<file path="src/rtl/accum_adder_unit.sv">
// accum_adder_unit: multi-mode adder (ADD, SUB, per-channel accumulate,
// read-and-clear) behind a valid/ready handshake with a registered,
// one-cycle-latency result stage. Optional saturation on carry/borrow.
module accum_adder_unit #(
   parameter int WIDTH    = 8,
   parameter int NUM_CH   = 4,
   parameter int SATURATE = 1,
   localparam int CW      = (NUM_CH > 1) ? $clog2(NUM_CH) : 1
) (
   input  logic              clk,
   input  logic              rst,
   input  logic              in_valid,
   output logic              in_ready,
   input  logic [WIDTH-1:0]  in_a,
   input  logic [WIDTH-1:0]  in_b,
   input  logic [1:0]        in_op,
   input  logic [CW-1:0]     in_ch,
   output logic              out_valid,
   input  logic              out_ready,
   output logic [WIDTH-1:0]  out_sum,
   output logic              out_flag,
   output logic [NUM_CH-1:0] ovf_sticky
);

   localparam logic [1:0] OP_ADD = 2'b00;
   localparam logic [1:0] OP_SUB = 2'b01;
   localparam logic [1:0] OP_ACC = 2'b10;
   localparam logic [1:0] OP_CLR = 2'b11;

   // Unsigned add; returns {carry, result} with the result clamped to
   // all-ones on carry when saturation is enabled.
   function automatic logic [WIDTH:0] add_op(input logic [WIDTH-1:0] a,
                                             input logic [WIDTH-1:0] b);
      logic [WIDTH:0] r;
      r = {1'b0, a} + {1'b0, b};
      if ((SATURATE != 0) && r[WIDTH]) begin
         add_op = {1'b1, {WIDTH{1'b1}}};
      end else begin
         add_op = r;
      end
   endfunction

   // Unsigned subtract; returns {borrow, result} with the result clamped to
   // zero on borrow when saturation is enabled.
   function automatic logic [WIDTH:0] sub_op(input logic [WIDTH-1:0] a,
                                             input logic [WIDTH-1:0] b);
      logic             brw;
      logic [WIDTH-1:0] r;
      brw = (a < b);
      r   = a - b;
      if ((SATURATE != 0) && brw) begin
         sub_op = {1'b1, {WIDTH{1'b0}}};
      end else begin
         sub_op = {brw, r};
      end
   endfunction

   logic [WIDTH-1:0]  r_acc [NUM_CH];
   logic [NUM_CH-1:0] r_ovf;
   logic              r_out_valid;
   logic [WIDTH-1:0]  r_out_sum;
   logic              r_out_flag;

   logic              w_accept;
   logic              w_ch_hit;
   logic [WIDTH-1:0]  w_acc_rd;
   logic [WIDTH:0]    w_arith;
   logic [WIDTH-1:0]  w_res_sum;
   logic              w_res_flag;
   logic              w_acc_we;
   logic [WIDTH-1:0]  w_acc_wdata;
   logic              w_ovf_set;
   logic              w_ovf_clr;

   assign in_ready   = !r_out_valid || out_ready;
   assign w_accept   = in_valid && in_ready;
   assign out_valid  = r_out_valid;
   assign out_sum    = r_out_sum;
   assign out_flag   = r_out_flag;
   assign ovf_sticky = r_ovf;

   // Select the addressed accumulator with an AND-OR mux; an out-of-range
   // channel matches nothing, so the read is zero and w_ch_hit stays low.
   always_comb begin
      w_acc_rd = {WIDTH{1'b0}};
      w_ch_hit = 1'b0;
      for (int i = 0; i < NUM_CH; i++) begin
         w_ch_hit = w_ch_hit | (in_ch == CW'(i));
         w_acc_rd = w_acc_rd | (r_acc[i] & {WIDTH{in_ch == CW'(i)}});
      end
   end

   // Compute the beat's result and the accumulator/sticky side effects.
   always_comb begin
      w_arith     = {(WIDTH+1){1'b0}};
      w_res_sum   = {WIDTH{1'b0}};
      w_res_flag  = 1'b0;
      w_acc_we    = 1'b0;
      w_acc_wdata = {WIDTH{1'b0}};
      w_ovf_set   = 1'b0;
      w_ovf_clr   = 1'b0;
      case (in_op)
         OP_ADD: begin
            w_arith    = add_op(in_a, in_b);
            w_res_sum  = w_arith[WIDTH-1:0];
            w_res_flag = w_arith[WIDTH];
         end
         OP_SUB: begin
            w_arith    = sub_op(in_a, in_b);
            w_res_sum  = w_arith[WIDTH-1:0];
            w_res_flag = w_arith[WIDTH];
         end
         OP_ACC: begin
            if (w_ch_hit) begin
               w_arith     = add_op(w_acc_rd, in_a);
               w_res_sum   = w_arith[WIDTH-1:0];
               w_res_flag  = w_arith[WIDTH];
               w_acc_we    = 1'b1;
               w_acc_wdata = w_arith[WIDTH-1:0];
               w_ovf_set   = w_arith[WIDTH];
            end else begin
               w_res_sum  = {WIDTH{1'b0}};
               w_res_flag = 1'b0;
            end
         end
         OP_CLR: begin
            if (w_ch_hit) begin
               w_res_sum   = w_acc_rd;
               w_res_flag  = 1'b0;
               w_acc_we    = 1'b1;
               w_acc_wdata = {WIDTH{1'b0}};
               w_ovf_clr   = 1'b1;
            end else begin
               w_res_sum  = {WIDTH{1'b0}};
               w_res_flag = 1'b0;
            end
         end
         default: begin
            w_res_sum  = {WIDTH{1'b0}};
            w_res_flag = 1'b0;
         end
      endcase
   end

   // Output stage, accumulators and sticky flags; all updates on accept.
   always_ff @(posedge clk) begin
      if (rst) begin
         r_out_valid <= 1'b0;
         r_out_sum   <= {WIDTH{1'b0}};
         r_out_flag  <= 1'b0;
         r_ovf       <= {NUM_CH{1'b0}};
         for (int i = 0; i < NUM_CH; i++) begin
            r_acc[i] <= {WIDTH{1'b0}};
         end
      end else begin
         if (w_accept) begin
            r_out_valid <= 1'b1;
            r_out_sum   <= w_res_sum;
            r_out_flag  <= w_res_flag;
         end else if (out_ready) begin
            r_out_valid <= 1'b0;
         end else begin
            r_out_valid <= r_out_valid;
         end
         for (int i = 0; i < NUM_CH; i++) begin
            if (w_accept && w_acc_we && (in_ch == CW'(i))) begin
               r_acc[i] <= w_acc_wdata;
            end
            if (w_accept && w_ovf_set && (in_ch == CW'(i))) begin
               r_ovf[i] <= 1'b1;
            end else if (w_accept && w_ovf_clr && (in_ch == CW'(i))) begin
               r_ovf[i] <= 1'b0;
            end
         end
      end
   end

endmodule

</file>
<file path="config.mk">
export PLATFORM = sky130hd
export DESIGN_NAME = accum_adder_unit
export DESIGN_NICKNAME = d
export VERILOG_FILES = /design/src/rtl/accum_adder_unit.sv
export SDC_FILE = /design/constraint.sdc
export NUM_CORES = 1
export LEC_CHECK = 0
export CELL_PAD_IN_SITES_DETAIL_PLACEMENT = 0
export CELL_PAD_IN_SITES_GLOBAL_PLACEMENT = 1
export CORE_UTILIZATION = 48
export CTS_BUF_LIST = sky130_fd_sc_hd__clkbuf_16
export DETAILED_ROUTE_END_ITERATION = 8
export PLACE_DENSITY_LB_ADDON = 0.3
export SLEW_MARGIN = 25
export SYNTH_ARGS = -nofsm -noshare
export SYNTH_HDL_FRONTEND = slang
export SYNTH_SLANG_ARGS = --single-unit
export TNS_END_PERCENT = 1
</file>
<file path="constraint.sdc">
create_clock -name clk -period 10.75 [get_ports clk]
set_clock_uncertainty 0.1 [all_clocks]
set_input_delay 2.15 -clock clk [delete_from_list [all_inputs] [get_ports clk]]
set_output_delay 2.15 -clock clk [all_outputs]
set_load 0.01 [all_outputs]
</file>
## After elaboration in Yosys (flattened, before gate mapping)

Memory sizes are Yosys's and may differ from the RTL's.
Cells that the tools add are included.

| cells by class | value |
|---|---|
| add/sub/neg operators | 3 |
| eq/ne operators | 6 |
| multiplexer cells | 41 |
| bitwise operators | 14 |
| reduce and logical (&&, ||, !) cells | 26 |
| $lt $le $gt $ge | 1 |

Operators with widths:

| kind | count |
|---|---|
| $mux W8 | 7 |
| $and A8 B8 Y8 | 4 |
| $pmux W8 S4 | 1 |
| $mux W1 | 29 |
| $mux W9 | 3 |
| $or A8 B8 Y8 | 3 |
| $add A8 B8 Y9 | 2 |
| $logic_and A1 B1 Y1 | 16 |
| $reduce_bool A2 Y1 | 5 |
| $eq A2 B2 Y1 const B | 4 |
| $lt A8 B8 Y1 | 1 |
| $sub A8 B8 Y8 | 1 |
| $or A1 B1 Y1 | 7 |
| $eq A2 B1 Y1 const B | 2 |
| $logic_not A2 Y1 | 2 |
| $pmux W1 S4 | 1 |
| $reduce_or A2 Y1 | 1 |
| $logic_not A1 Y1 | 1 |
| $logic_or A1 B1 Y1 | 1 |

| word-level totals | value |
|---|---|
| input port bits | 24 |
| output and inout port bits | 15 |
| logic and storage cells | 99 |
| register bits | 14 |
| memories | 1 |
| memory bits (writable) | 32 |

Memories:

| name | words | width | rd ports | clocked after Yosys merged registers in | write ports | line | RTL |
|---|---|---|---|---|---|---|---|
| r_acc | 4 | 8 | 4 | 0 | 4 | 58 | `logic [WIDTH-1:0] r_acc [NUM_CH];` |

## Depth between registers and ports, before layout

| logic depth | value |
|---|---|
| depth in word-level cells | 12 |
| gate-level depth with buffers | 12 |
| depth with buffers taken out | 10 |

## Worst setup path after synthesis

No wires, ideal clock.

| timing path | value |
|---|---|
| path type | in2reg |
| start point | input in_ch[0] |
| end point | register r_out_sum[4] (netlist: out_sum[4]) |
| data arrival time | 4805 ps |
| data required time | 10550 ps |
| library setup time | 100 ps |
| stages | 12 |
| buffers on the path | 2 |
| slack | 5745 ps |
| cell sequence | buf_4 buf_1 mux4_2 ha_1 inv_1 fa_1 and3b_1 o221a_2 a31oi_1 o31ai_1 a22o_1 a2111oi_4 |

| between the ends | value |
|---|---|
| longest elaborated chain between the ends | 9 |
| elaborated cells between the ends (all ways) | 19 |
| classes of those cells | add/sub (1); eq/ne (3); mux (4); bitwise (10); reduce/logical (1) |

Ends and longest elaborated chain:

| item | line | RTL |
|---|---|---|
| start: declaration | 17 | `input logic [CW-1:0] in_ch,` |
| $eq A2 B1 Y1 / $logic_not A2 Y1 (equally long branches) | 88, 89 |  |
| $and A8 B8 Y8 | 89 | `w_acc_rd = w_acc_rd \| (r_acc[i] & {WIDTH{in_ch == CW'(i)}});` |
| $or A8 B8 Y8 (3 in a row) | 89 |  |
| $add A8 B8 Y9 | 35 | `r = {1'b0, a} + {1'b0, b};` |
| $mux W9 | 36 | `if ((SATURATE != 0) && r[WIDTH]) begin` |
| $mux W8 | 114 | `if (w_ch_hit) begin` |
| $pmux W8 S4 * | 102 | `case (in_op)` |
| end signal: assignment | 149 | `r_out_sum <= {WIDTH{1'b0}};` |
| end signal: assignment | 158 | `r_out_sum <= w_res_sum;` |
| end: declaration | 61 | `logic [WIDTH-1:0] r_out_sum;` |

Mark *: on every way between the ends. The rest lies on a longest branch, timed or not.
A chain may end at the register's enable or synchronous reset.

## Final worst setup path

| timing path | value |
|---|---|
| start point | input in_ch[0] |
| end point | register r_out_sum[5] (netlist: out_sum[5]) |

Same word-level chain as after synthesis.

==> metrics.txt <==
outcome=finished, final reports clean; number of H-tree levels=2; fraction of final layout cells with drive strength greater than 1=0.0972; global-route wire length before repair=14700 um; number of synthesized flops with an enable pin=32; Diodes inserted=0; post-CTS setup buffer count=0; number of distinct standard cells referenced by the synthesized netlist=78; Rel. slew slack=0.387; placed instance area=3850 um^2; setup tns final=0 ns; routability congestion estimate from global placement=0.856; Post-Syn Instances=364; number of warnings printed during yosys synthesis=0; Syn Area/Cell=9.62 um^2; buffer depth of the longest clock path=2; Peak supply drop=0.0000909 V; critical setup path kind=primary input to flip-flop; wire length reported by the detailed router=8970 um; cells taking the most area after synthesis=sky130_fd_sc_hd__edfxtp_1 27%, sky130_fd_sc_hd__ha_1 8.9%, sky130_fd_sc_hd__dfxtp_1 8.0%; sequential fraction of the synthesis area=0.355; footprint of the flip-flops and latches=1240 um^2; ratio of final minimum period to clock period=0.533; timing-limited maximum frequency=0.175 GHz; number of synthesized register bits=46; most frequent cell after synthesis=sky130_fd_sc_hd__nor2_1; final-report hold violation count=0; hold_buf cts=0; pin count of the biggest net entering global routing=20; via count of the first global-routing pass=2874; CTS Buf Count=5; fin nets=442; number of optimization iterations in the first detailed-route pass=5; critical path startpoint category=primary input; area used by multi-input combinational logic=2010 um^2; worst endpoint data arrival time=5.80 ns; DR DRC count=0; power density normalized to cell area=129 nW/um^2; number of endpoints failing setup at the final stage=0; cell area after technology mapping=3500 um^2; Core ar.=6910 um^2; Total Power Consumption=0.520 mW; Top Metal Used=met4; DRT iter0 DRCs=140; Chip Height=87.4 um; antenna violations before repair=0; Std-Cell Rows=30; synth-to-layout area growth=14.7%; later-pin clock latency in the skew report=0.28 ns; maximum net fanout on the critical path=17; Initial Util=0.507; Sink Count=46; Fillers=646; number of vias after detailed routing=2849; final core occ=0.581; IO Port Bufs=38; half-perimeter wire length after detailed placement=6830 um; Primary FF master, synth=sky130_fd_sc_hd__edfxtp_1; wire length on met2=4620 um; Antenna Nets Post-Route=0; unrepaired setup endpoints after global routing=no; CTS Root Buffer Type=sky130_fd_sc_hd__clkbuf_16; gr usage total=0.256; slew at the pin with the worst max-slew slack=0.918 ns; area enclosed by the die boundary=7640 um^2; post-route cell area=4020 um^2; # IOs=39; clock-pin slew of the registers on the worst-case setup and hold paths=0.06 ns; worst min-delay path category=flip-flop to flip-flop; Final Max Slew Viols=0; total routed wire length on the met1 layer=3960 um; Post-Syn Nets=416; required time reported for the critical path endpoint=10.83 ns; share of synthesized registers carrying an async set or reset=0; CTS tree=built; routed wirelength normalized by instance count=18.4 um; leakage=1.51 nW; die span in x=87.4 um; commonest cells in the synthesized netlist=49 x sky130_fd_sc_hd__nor2_1, 32 x sky130_fd_sc_hd__edfxtp_1, 25 x sky130_fd_sc_hd__ha_1, 25 x sky130_fd_sc_hd__inv_1, 23 x sky130_fd_sc_hd__a21oi_1; top cell type's share of synthesized area=0.274; post-cts resize count=0; count of max-cap constraint violations=0; total met3 wirelength after detailed routing=263 um; global route total overflow=0; drt via density=5.85; leading area contributor after synthesis=sky130_fd_sc_hd__edfxtp_1; final worst path period need=5.72 ns; critical path endpoint category=flip-flop
-- sequential cells by signal, indices dropped and copies added, names as in the netlist --
signal / count
r_acc: 32
ovf_sticky: 4
out_flag: 1
out_valid: 1
out_sum: 8
-- worst paths after layout --
check / end / start / slack [ns] / cells past startpoint
setup / recovery: out_sum[5] / in_ch[0] / 5.03 / 9
hold / removal: ovf_sticky[1] / ovf_sticky[1] / 0.38 / 2
setup reg to reg: out_sum[5] / r_acc[2][3] / 7.67 / 8
hold reg to reg: ovf_sticky[1] / ovf_sticky[1] / 0.38 / 2
-- critical path, cell delays in order --
cell	delay [ns]
sky130_fd_sc_hd__clkdlybuf4s50_1	1.02
sky130_fd_sc_hd__mux4_2	0.66
sky130_fd_sc_hd__ha_1	0.35
sky130_fd_sc_hd__a21oi_1	0.35
sky130_fd_sc_hd__a2111oi_2	0.15
sky130_fd_sc_hd__or2_1	0.29
sky130_fd_sc_hd__o21ai_1	0.45
sky130_fd_sc_hd__o2111ai_1	0.18
sky130_fd_sc_hd__and3_1	0.19
-- kinds of logic after synthesis --
kind of cell,count (synthesis),synth area share
adders and majority gates,28,0.107
AOI/OAI and AO/OA,96,0.198
xor gates and xnor gates,9,0.0225
buffers and inverters,45,0.0715
muxes,9,0.0547
DFF,46,0.355
and+or+nand+nor,131,0.193
-- metrics by stage --
step	setup WS [ns]	instances	hold WS, ns
3_3_place_gp	4.82	479	0.361
5_1_grt	4.73	487	0.389
2_1_floorplan	5.75	364	0.389
3_5_place_dp	4.75	479	0.368
4_1_cts	5.03	487	0.376
6_report	5.03	487	0.378
-- power by group --
group          internal, mW  switching [mW]  total (mW)
registers             0.198         0.00378       0.202
logic                0.0611          0.0819       0.143
clock network         0.109          0.0659       0.175
total                 0.368           0.152       0.520
-- layout make-up --
type,instances,share of cell area
multi-input cells,273,0.500
repair buffers,38,0.0947
well taps,96,0.0299
inverters,26,0.0243
clock inverters,3,0.0103
flip-flops and latches,46,0.309
clock buffers,5,0.0312
-- layout by cell type, fill, tap and decap left out, drive strengths merged, types with 4 or more instances in the layout --
master | Yosys | layout
a31oi | 9 | 9
xnor2 | 5 | 5
a21o | 4 | 4
nand3 | 8 | 8
dfxtp | 14 | 14
inv | 25 | 26
clkdlybuf4s50 | 0 | 38
a22o | 5 | 5
nor2 | 49 | 49
xor2 | 4 | 4
o21ai | 21 | 21
clkbuf | 9 | 5
ha | 25 | 25
nand4 | 4 | 4
o31ai | 4 | 4
nor3b | 4 | 4
a21oi | 23 | 23
nor3 | 6 | 6
nor2b | 5 | 5
mux4 | 8 | 8
edfxtp | 32 | 32
nand2b | 8 | 8
and3 | 5 | 5
nand2 | 22 | 22
or2 | 4 | 4
a211oi | 5 | 5
-- metal layers --
layer | up-vias | GRT usage
met5 | - | 0
met4 | 0 | 0.0566
met3 | 11 | 0.0294
met2 | 60 | 0.471
met1 | 1392 | 0.320
li1 | 1386 | -
No activity file was read; power rests on OpenSTA's default activity.
==> RTL change 1: new RTL, same flow settings <==
The parameter `SATURATE` goes from 1 to 0.
--- a/src/rtl/accum_adder_unit.sv
+++ b/src/rtl/accum_adder_unit.sv
@@ -4,7 +4,7 @@
 module accum_adder_unit #(
    parameter int WIDTH    = 8,
    parameter int NUM_CH   = 4,
-   parameter int SATURATE = 1,
+   parameter int SATURATE = 0,
    localparam int CW      = (NUM_CH > 1) ? $clog2(NUM_CH) : 1
 ) (
    input  logic              clk,
Check against the original RTL: not equivalent (a bounded check fails within 4 cycles, from zero or initial values and one cycle with rst high).
==> RTL change 1 against the original RTL <==
  * Final cell count shrank 9.7%
  * Highest routed layer unchanged
  * Cell area shrank 5.3%
  * Non-clock buffer count grew 2
  * Total power shrank 0.68%
  * Sequential share of layout area grew 1.7 points
  * Sequential cell count is the same
  * Clock power grew 11%
  * Largest power group unchanged
  * Combinational power shrank 16%
  * Synthesized area shrank 8.9%
  * Setup slack gained 0.16 ns
  * Routed wire length shrank 18%
==> RTL change 1: results (changes against the original RTL) <==
post-CTS resize count 0 (unchanged); Signal buf overhead 0.104 (was 0.0947); Pint 0.384 mW (was 0.368 mW); router iterations before antenna repair 4 (was 5); status complete, no violations (unchanged); sequential power share 0.390 (was 0.389); DPL Wire Length 5580 µm (was 6830 µm); worst r2r path cells 9 (was 8); RR Endpoint out_sum[6]$_SDFFE_PP0P_ (was out_sum[5]$_SDFFE_PP0P_); post-synth cell types 53 (was 78); Worst Path Arrival 3.32 ns (was 5.80 ns); Met1 Wirelength 3350 µm (was 3960 µm); metal3 WL 379 µm (was 263 µm); Setup WS pre-CTS 5.11 ns (was 4.75 ns); die width 83.5 µm (was 87.4 µm); Worst Setup SP out_ready (was in_ch[0]); crit path to in_ready (was out_sum[5]$_SDFFE_PP0P_); Clock buf/inv share 0.0497 (was 0.0414); nonclk inv count 21 (was 26); switch share 0.256 (was 0.292); fraction of layout cells with a size suffix above 1 0.0744 (was 0.0972); routed wire length 7350 µm (was 8970 µm); crit path time final 5.57 ns (was 5.72 ns); largest net degree at the start of global routing 21 (was 20); top cell family by delay on the critical path buffers and inverters (was compound AO/OA/AOI/OAI gates); Iter 0 DRT Violations 186 (was 140); Worst Hold Class reg2reg (unchanged); GRT met2 Usage 0.383 (was 0.471); sequential area share after synthesis 0.389 (was 0.355); first-pass GRT wire length 12,400 µm (was 14,700 µm); Hold Path End out_sum[0]$_SDFFE_PP0P_ (was ovf_sticky[1]$_SDFFE_PP0P_); final net count 414 (was 442); maximum resistive drop on vdd 120 µV (was 90.9 µV); Cell Area, Placed 3610 µm² (was 3850 µm²); Multi-In Gates 248 (was 273); Commonest cells post-synth 50 x nor2_1, 32 x edfxtp_1, 26 x nand2_1 (was 49 x nor2_1, 32 x edfxtp_1, 25 x ha_1, 25 x inv_1, 23 x a21oi_1); syn nets 379 (was 416); Slew @ Worst Pin 0.823 ns (was 0.918 ns); worst hold margin 0.359 ns (was 0.378 ns); min-delay src out_sum[0]$_SDFFE_PP0P_ (was ovf_sticky[1]$_SDFFE_PP0P_); grt met1 use 0.308 (was 0.320); reg-to-reg slack, setup 8.01 ns (was 7.67 ns); Leak 1.46 nW (was 1.51 nW); Total GRT Usage 0.228 (was 0.256); Comb. pwr 0.120 mW (was 0.143 mW); multi-input combinational area share 0.474 (was 0.500); global routing usage on met3 0.0326 (was 0.0294); worst skew pair latency 0.28 ns (about the same); Max stage delay on crit path 0.56 ns (was 1.02 ns); Fillers 563 (was 646); met2 WL 3550 µm (was 4620 µm); number of global-route vias before repair 2,558 (was 2,874); Worst R2R Start r_acc[2][0]$_SDFFCE_PN0P_ (was r_acc[2][3]$_SDFFCE_PN0P_); Buffers excl. clock 40 (was 38); Via density 5.81 (was 5.85); crit path max fanout 4 (was 17); ranking of synthesized cells by area edfxtp_1 30%, ha_1 9.8%, dfxtp_1 8.8% (was edfxtp_1 27%, ha_1 8.9%, dfxtp_1 8.0%); gpl congestion 0.822 (was 0.856)
[RTL change 1: cell count changes after synthesis, moves of 5 or more]
cell      unedited run  this run
a21oi_1             23        16
a31oi_1              9         2
buf_2                1         6
inv_1               25        20
o211ai_1             0         5
[RTL change 1: cell families (layout without fill, tap and decap cells)]
kind of cell,after synthesis,after routing,share of synthesized area
xor+xnor,9,9,0.0247
compound gates,76,76,0.168
flops,46,46,0.389
mux,13,13,0.0789
buf+inv,33,69,0.0459
fa+ha+maj,28,28,0.117
simple gates,122,122,0.177
[RTL change 1: stage by stage]
| stage | std cells | util |
|---|---|---|
| after detailed placement | 432 | 0.566 |
| after global routing | 440 | 0.595 |
| final | 440 | 0.595 |
| after CTS | 440 | 0.595 |
| after global placement | 432 | 0.566 |
| after floorplan | 327 | - |
[RTL change 1: tightest hold or removal path: stages (launching register included)]
cell,delay [ns]
dfxtp_1,0.31
nand2_1,0.05
a21oi_1,0.05
==> RTL change 2: new RTL, same settings <==
Made on the original files. Make the reset (`rst`) asynchronous in one clocked block.
--- a/src/rtl/accum_adder_unit.sv
+++ b/src/rtl/accum_adder_unit.sv
@@ -143,7 +143,7 @@
    end
 
    // Output stage, accumulators and sticky flags; all updates on accept.
-   always_ff @(posedge clk) begin
+   always_ff @(posedge clk or posedge rst) begin
       if (rst) begin
          r_out_valid <= 1'b0;
          r_out_sum   <= {WIDTH{1'b0}};
Function: differs if rst is asserted again (counterexample within 4 cycles, from zero or initial values and one cycle with rst high); with rst held inactive, the same outputs for 4 cycles.
==> RTL change 2 against the original RTL <==
  * Synthesized area is 5.2% lower
  * Setup slack better by 0.12 ns
  * First-iteration DRC count rose by 2.9%
  * Sequential cell count is the same
  * Routed wire length down 13%
  * Cell area shrank 3.7%
  * Total power rose by 16%
  * Sequential power increased by 9%
  * Die area fell by 5.1%
  * Highest routed layer unchanged
==> RTL change 2: results (changes against the original RTL) <==
status complete, no violations (unchanged); gpl congestion 0.872 (was 0.856); Avg WL per Cell 17.7 µm (was 18.4 µm); maximum resistive drop on vdd 107 µV (was 90.9 µV); Fillers 559 (was 646); first-pass GRT wire length 12,900 µm (was 14,700 µm); sequential area share after synthesis 0.347 (was 0.355); Via density 6.05 (was 5.85); number of global-route vias before repair 2,496 (was 2,874); RR Endpoint out_sum[4]$_DFFE_PP0P_ (was out_sum[5]$_SDFFE_PP0P_); relative slew slack 0.407 (was 0.387); fraction of layout cells with a size suffix above 1 0.126 (was 0.0972); largest net degree at the start of global routing 47 (was 20); GRT met2 Usage 0.343 (was 0.471); global routing usage on met3 0.0418 (was 0.0294); reg-to-reg slack, setup 7.69 ns (was 7.67 ns); router iterations before antenna repair 4 (was 5); syn nets 392 (was 416); DPL Wire Length 5820 µm (was 6830 µm); Setup WS pre-CTS 4.89 ns (was 4.75 ns); Leak 1.72 nW (was 1.51 nW); fin crit share 0.521 (was 0.533); grt met1 use 0.347 (was 0.320); crit path max fanout 16 (was 17); Total GRT Usage 0.230 (was 0.256); Iter 0 DRT Violations 144 (was 140); DP Cell Count 433 (was 479); Synth Flop Type dfrtp_1 (was edfxtp_1)
-- RTL change 2: layout make-up --
type,instances,area [µm²],area share
clock buffers,5,125,0.0324
clock inverters,3,41.3,0.0107
inverters,18,68.8,0.0178
multi-input cells,254,2000,0.518
flip-flops and latches,46,1150,0.298
well taps,77,96.3,0.0249
repair buffers,38,380,0.0984
-- RTL change 2: metal layers --
metal	vias to the layer above	share of wire
met4	0	0.015
met3	11	0.046
met2	75	0.44
met5	-	0
met1	1289	0.49
li1	1295	-
-- RTL change 2: tightest hold or removal path: stages (launching register included) --
cell	delay (ns)
dfrtp_1	0.34
nand2_1	0.04
o21ai_0	0.06
-- RTL change 2: report_power, final --
part | leakage [nW] | switching [mW] | internal, mW
registers | 0.607 | 0.0162 | 0.205
logic | 1.03 | 0.110 | 0.0986
clock network | 0.0812 | 0.0635 | 0.109
-- RTL change 2: kinds of logic after synthesis --
kind of cell | count (synthesis) | synth area share
compound gates | 98 | 0.204
simple gates | 90 | 0.140
flops | 46 | 0.347
buf+inv | 40 | 0.0498
fa+ha+maj | 28 | 0.112
mux | 27 | 0.118
xor+xnor | 11 | 0.0290
-- RTL change 2: worst min-delay path by stage --
stage                                 end                  start  slack, ns  cells past startpoint
finish               out_flag$_DFFE_PP0P_   out_flag$_DFFE_PP0P_       0.38                      2
global route         r_acc[4]$_DFFE_PP0P_   r_acc[4]$_DFFE_PP0P_       0.40                      2
CTS                  out_flag$_DFFE_PP0P_   out_flag$_DFFE_PP0P_       0.38                      2
detailed placement  r_acc[18]$_DFFE_PP0P_  r_acc[18]$_DFFE_PP0P_       0.37                      2
global placement     out_flag$_DFFE_PP0P_   out_flag$_DFFE_PP0P_       0.36                      2
floorplan           r_acc[12]$_DFFE_PP0P_  r_acc[12]$_DFFE_PP0P_       0.34                      2
